==> src/rtl/key_irq_pkg.sv <==
// Shared constants, FSM state type and priority encoder for the key interrupt controller.
package key_irq_pkg;

  localparam int          NUM_KEYS          = 9;
  localparam logic [7:0]  VECTOR_BASE_DEF   = 8'h15;
  localparam logic [15:0] LOCKOUT_TICKS_DEF = 16'd512;

  localparam logic [23:0] EN_ADDR      = 24'h2024;
  localparam logic [23:0] CFG_ADDR     = 24'h2025;
  localparam logic [23:0] PEND_ADDR    = 24'h2028;
  localparam logic [23:0] PEND_HI_ADDR = 24'h2029;

  typedef enum logic [1:0] {
    IDLE    = 2'd0,
    REQ     = 2'd1,
    SERVICE = 2'd2
  } state_t;

  // Index of the lowest set bit; key 0 has the highest priority.
  function automatic logic [3:0] lowest_set(input logic [NUM_KEYS-1:0] v);
    lowest_set = 4'd0;
    for (int i = NUM_KEYS - 1; i >= 0; i--) begin
      if (v[i]) lowest_set = 4'(i);
    end
  endfunction

endpackage

==> src/rtl/key_irq_lockout.sv <==
// Single-key lockout: after an accepted pulse, further pulses are ignored until the counter runs out.
// Latency: combinational accept. Backpressure: none; rejected pulses are dropped.
module key_irq_lockout
  import key_irq_pkg::*;
#(
  parameter logic [15:0] LOCKOUT_TICKS = LOCKOUT_TICKS_DEF
) (
  input  logic i_clk,
  input  logic i_rst,
  input  logic i_ce,
  input  logic i_pulse,
  output logic o_accept
);

  logic [15:0] r_cnt;

  // A count of 1 reaches 0 on this tick, so a pulse arriving now is already allowed.
  assign o_accept = i_pulse && (r_cnt <= 16'd1);

  always_ff @(posedge i_clk or posedge i_rst) begin
    if (i_rst) begin
      r_cnt <= 16'd0;
    end else if (i_ce) begin
      if (o_accept) r_cnt <= LOCKOUT_TICKS;
      else if (r_cnt != 16'd0) r_cnt <= r_cnt - 16'd1;
    end
  end

endmodule

==> src/rtl/key_irq_ctrl.sv <==
// Key interrupt controller: pending/enable/level registers, fixed-priority pick, req/ack to CPU.
// Latency: key pulse on tick N -> pending on N+1 -> irq_req on N+2. Backpressure: request held until ack or abort.
// Optional per-key pulse lockout with KEY_IRQ_LOCKOUT_EN.
module key_irq_ctrl
  import key_irq_pkg::*;
#(
  parameter logic [7:0]  VECTOR_BASE   = VECTOR_BASE_DEF
`ifdef KEY_IRQ_LOCKOUT_EN
  , parameter logic [15:0] LOCKOUT_TICKS = LOCKOUT_TICKS_DEF
`endif
) (
  input  logic        clk,
  input  logic        reset,
  input  logic        clk_ce,
  input  logic [8:0]  key_irqs,
  input  logic [23:0] bus_address_in,
  input  logic [7:0]  bus_data_in,
  input  logic        bus_write,
  output logic [7:0]  bus_data_out,
  output logic        irq_req,
  output logic [7:0]  irq_vector,
  output logic [1:0]  irq_level,
  input  logic        irq_ack
);

  logic [NUM_KEYS-1:0] r_en, r_pend;
  logic [1:0]          r_lvl;
  state_t              r_state;
  logic [3:0]          r_sel;
  logic                r_req;
  logic [7:0]          r_vec;
  logic [1:0]          r_lvl_out;

  logic [NUM_KEYS-1:0] w_accept, w_set, w_clr, w_en_nxt, w_pend_nxt, w_elig;
  logic [1:0]          w_lvl_nxt;
  logic [3:0]          w_win;
  logic                w_wr_en, w_wr_cfg, w_wr_pend, w_wr_pend_hi;
  state_t              w_state_nxt;
  logic                w_load, w_drop;

`ifdef KEY_IRQ_LOCKOUT_EN
  for (genvar gi = 0; gi < NUM_KEYS; gi++) begin : g_lock
    key_irq_lockout #(.LOCKOUT_TICKS(LOCKOUT_TICKS)) u_lock (
      .i_clk    (clk),
      .i_rst    (reset),
      .i_ce     (clk_ce),
      .i_pulse  (key_irqs[gi]),
      .o_accept (w_accept[gi])
    );
  end
`else
  assign w_accept = key_irqs;
`endif

  assign w_wr_en      = clk_ce && bus_write && (bus_address_in == EN_ADDR);
  assign w_wr_cfg     = clk_ce && bus_write && (bus_address_in == CFG_ADDR);
  assign w_wr_pend    = clk_ce && bus_write && (bus_address_in == PEND_ADDR);
  assign w_wr_pend_hi = clk_ce && bus_write && (bus_address_in == PEND_HI_ADDR);

  assign w_set = clk_ce ? w_accept : '0;
  assign w_clr = {w_wr_pend_hi & bus_data_in[0], w_wr_pend ? bus_data_in : 8'h00};
  // OR-ing the set after the clear makes a simultaneous pulse win over W1C.
  assign w_pend_nxt = (r_pend & ~w_clr) | w_set;

  always_comb begin
    w_en_nxt  = r_en;
    w_lvl_nxt = r_lvl;
    if (w_wr_en) w_en_nxt[7:0] = bus_data_in;
    if (w_wr_cfg) begin
      w_en_nxt[8] = bus_data_in[0];
      w_lvl_nxt   = bus_data_in[2:1];
    end
  end

  assign w_elig = r_pend & r_en;
  assign w_win  = lowest_set(w_elig);

  always_comb begin
    w_state_nxt = r_state;
    w_load      = 1'b0;
    w_drop      = 1'b0;
    if (clk_ce) begin
      case (r_state)
        IDLE: begin
          if ((w_elig != '0) && (r_lvl != 2'd0)) begin
            w_state_nxt = REQ;
            w_load      = 1'b1;
          end
        end
        REQ: begin
          // Abort looks at this tick's writes so that an ack on the same tick can win.
          if (irq_ack) begin
            w_state_nxt = SERVICE;
            w_drop      = 1'b1;
          end else if (!w_pend_nxt[r_sel] || !w_en_nxt[r_sel] || (w_lvl_nxt == 2'd0)) begin
            w_state_nxt = IDLE;
            w_drop      = 1'b1;
          end
        end
        SERVICE: begin
          if (!r_pend[r_sel]) w_state_nxt = IDLE;
        end
        default: w_state_nxt = IDLE;
      endcase
    end
  end

  always_ff @(posedge clk or posedge reset) begin
    if (reset) begin
      r_en      <= '0;
      r_pend    <= '0;
      r_lvl     <= 2'd0;
      r_state   <= IDLE;
      r_sel     <= 4'd0;
      r_req     <= 1'b0;
      r_vec     <= 8'h00;
      r_lvl_out <= 2'd0;
    end else if (clk_ce) begin
      r_en    <= w_en_nxt;
      r_pend  <= w_pend_nxt;
      r_lvl   <= w_lvl_nxt;
      r_state <= w_state_nxt;
      if (w_load) begin
        r_req     <= 1'b1;
        r_sel     <= w_win;
        r_vec     <= VECTOR_BASE + {4'd0, w_win};
        r_lvl_out <= r_lvl;
      end else if (w_drop) begin
        r_req <= 1'b0;
      end
    end
  end

  always_comb begin
    bus_data_out = 8'h00;
    case (bus_address_in)
      EN_ADDR:      bus_data_out = r_en[7:0];
      CFG_ADDR:     bus_data_out = {5'd0, r_lvl, r_en[8]};
      PEND_ADDR:    bus_data_out = r_pend[7:0];
      PEND_HI_ADDR: bus_data_out = {7'd0, r_pend[8]};
      default:      bus_data_out = 8'h00;
    endcase
  end

  assign irq_req    = r_req;
  assign irq_vector = r_vec;
  assign irq_level  = r_lvl_out;

endmodule

==> config.mk <==
export PLATFORM = sky130hd
export DESIGN_NAME = key_irq_ctrl
export DESIGN_NICKNAME = d
export VERILOG_FILES = /design/src/rtl/key_irq_pkg.sv /design/src/rtl/key_irq_lockout.sv /design/src/rtl/key_irq_ctrl.sv
export SDC_FILE = /design/constraint.sdc
export NUM_CORES = 1
export LEC_CHECK = 0
export BUFFER_PORTS_ARGS = -buffer_cell sky130_fd_sc_hd__buf_2
export CORE_ASPECT_RATIO = 0.75
export CORE_MARGIN = 2
export CORE_UTILIZATION = 48
export CTS_CLUSTER_SIZE = 8
export DETAILED_ROUTE_END_ITERATION = 7
export GPL_ROUTABILITY_DRIVEN = 1
export PLACE_DENSITY_LB_ADDON = 0.15
export REMOVE_ABC_BUFFERS = 1
export SETUP_SLACK_MARGIN = 0.1
export SKIP_LAST_GASP = 1
export SLEW_MARGIN = 25
export SYNTH_ARGS = -nofsm -noshare
export SYNTH_HDL_FRONTEND = slang
export SYNTH_SLANG_ARGS = --single-unit
==> constraint.sdc <==
create_clock -name clk -period 1.9 [get_ports clk]
set_input_delay 0.19 -clock clk [delete_from_list [all_inputs] [get_ports clk]]
set_output_delay 0.19 -clock clk [all_outputs]
set_load 0.1 [all_outputs]
==> flow_summary.ini <==
[cts]
cts_buffer_depth = 2
clock-sinks = 35
clkTransAtPathRegs_ps = 80
cts_buffers = 5
clk_latency_ps = 290
htree_levels = 2
cts_root_buf = clkbuf_8
tritoncts = yes

[grt]
grt_pass1_vias = 2365
grt.busiest_layer = met2
gr-usage-met3 = 0.0522
use_met1 = 0.387
overflow = 0
use_met2 = 0.397
grt_max_degree = 36
grt_usage = 0.264
antenna_found_initial = 0
grt_pass1_wl_microns = 11500

[floorplanning]
fp.dieW_microns = 85.0
ios = 65
core-area_sq_um = 4820
die_area_sq_um = 5510
die_y_microns = 64.8
start_util = 0.491
rows = 22

[drt]
routed_wl_microns = 7290
first_pass_iters = 5
postRouteAntennaNets = 0
drtIter0Drc = 221
wl_per_cell_microns = 16.8
vias = 2485
vias_per_cell = 5.74
drc_errors = 0

[worst_setup_path]
crit_path_end_kind = flop
criticalPathCategory = flop to flop
cp-start-kind = flop
timing.rr.start = r_sel[1]$_DFFE_PP0P_
cp_data_arrival_time_ps = 2050
crit_fanout = 15
required_ps = 2080
reg2reg_to = r_state[1]$_DFFE_PP0P_
r2r_setup_slack_ps = 30
reg2regPathDepth = 7

[layout]
layout.filler_cells = 334
final_common_cell = buf_4
layout_common_cells = 54 x buf_4, 48 x buf_2, 36 x nand2_1
ff_latch_area_sq_um = 877
n_antenna_cell = 0
fin_nets = 420
area_delta_synth_final_pct = 52.6
multi_input_comb_area_sq_um = 1510
drive_gt1_frac = 0.483
final_util = 0.749

[power]
p_leak_uw = 0.00170
p_total_uw = 1590
ir_drop_uv = 337
p_per_area_nw_per_um2 = 441

[synth]
synth_edf_count = 0
ys.warnings.count = 0
synth_seq_cells = 35
synth.cell_area_sq_um = 2360
synthAdderAreaFrac = 0.00529
muxShareOfSynthArea = 0.121
ys_seq_area_frac = 0.371
syn_inst = 246
ys_types = 57
synth_top_family_by_area = simple AND/OR/NAND/NOR gates
synth-xor-area-share = 0.00371
synthSimpleGateAreaFrac = 0.274
ys_async_sr_fraction = 1.00
syn_area_per_cell_sq_um = 9.61
synth_compound_area_frac = 0.185
ys.flop_type = dfrtp_1

[run]
drv_cap = 0

[sta]
post-route-period-util = 0.985
max_freq_ghz = 0.534
hold_viol_final = 23
rsz0062_at_grt = true
finalClockSkew_ps = 11.6
setup_viol = 0
min_period_ps = 1870
timing.setup.tns_ps = 0
holdWs_ps = -14.4
slew_violations = 0

[place]
finalWeightedCongestion = 0.939
hpwl_microns = 5210
portBuffers = 62

[outcome]
status = finished with violations
violations = negative hold slack

[worst_hold_path]
hold_path_class = input pin to asynchronous set/reset pin
==> how the worst max path moves through the flow <==
stage                               startpoint                     end  slack (ps)  depth (start not counted)
final                     r_sel[1]$_DFFE_PP0P_  r_state[1]$_DFFE_PP0P_          30                          7
after floorplan              bus_address_in[9]         bus_data_out[0]        -300                          4
after CTS                 r_sel[1]$_DFFE_PP0P_     irq_req$_DFFE_PP0P_          60                          7
after global placement      bus_address_in[20]  r_state[0]$_DFFE_PP0P_        -100                          8
after global routing      r_sel[1]$_DFFE_PP0P_     irq_req$_DFFE_PP0P_         -80                          7
after detailed placement     bus_address_in[7]     irq_req$_DFFE_PP0P_        -150                          9
==> layout make-up <==
cell class / instances / share of cell area
Tap cell: 60 / 0.0208
Multi-Input combinational cell: 193 / 0.419
Timing Repair Buffer: 128 / 0.282
Sequential cell: 35 / 0.243
Inverter: 10 / 0.0104
Clock inverter: 1 / 0.00139
Clock buffer: 6 / 0.0229
==> routing by layer <==
| metal | share of wire | routed length, microns | up-vias |
|---|---|---|---|
| met4 | 0.012 | 87 | 0 |
| met2 | 0.45 | 3290 | 114 |
| met1 | 0.44 | 3230 | 1180 |
| li1 | - | - | 1180 |
| met3 | 0.094 | 686 | 11 |
| met5 | 0 | 0 | - |
==> synth_stat cells (5+ instances only) <==
library cell / count / area (sq um)
nand2_1: 37 / 139
a22oi_1: 5 / 37.5
nor2b_1: 8 / 50.1
mux2_1: 6 / 67.6
nand4_1: 7 / 43.8
nand3_1: 13 / 65.1
mux2_2: 11 / 124
a22o_1: 12 / 105
nor3_1: 5 / 25.0
mux2i_1: 5 / 50.1
a21oi_1: 9 / 45.0
nor2_1: 11 / 41.3
inv_1: 9 / 33.8
dfrtp_1: 35 / 876
==> stage by stage <==
stage                     instance area (sq um)  cells  setup slack (ps)
after global routing                       3610    433             -82.1
after global placement                     3190    408             -98.4
final                                      3610    433              28.9
after floorplan                            2310    238              -305
after detailed placement                   3190    408              -145
after CTS                                  3510    429              55.0
==> registers in the layout (all words and copies together) (netlist names) <==
register,count
r_en,9
r_pend,9
irq_vector,6
r_sel,4
irq_level,2
r_lvl,2
r_state,2
irq_req,1
==> report_power, final <==
part	switching, uW	total, uW	internal, uW
clock	272	556	284
sequential	5.38	757	752
combinational	166	278	112
==> kinds of logic (layout without fill, tap and decap cells) <==
group / count (synthesis) / in the layout
multiplexers: 24 / 24
XOR/XNOR: 1 / 1
flip-flops: 35 / 35
adder cells (fa/ha/maj): 1 / 1
AND/OR/NAND/NOR: 106 / 106
other: 1 / 2
buffers and inverters: 19 / 145
AO/OA/AOI/OAI: 59 / 59
==> worst max-delay path: stages (launching register included) <==
cell	delay [ps]
dfrtp_1	370
buf_6	200
mux4_2	520
nand2_1	80
a21oi_1	60
a31oi_1	240
o21ai_0	120
a22o_1	180
==> repair_timing <==
item,4_1_cts,5_1_grt
endpoints found under the setup margin,13,18
resized for setup,27,17
hold buffers,0,0
pin swaps,16,14
setup buffers,14,4
Power figures use the tool's default switching activity.
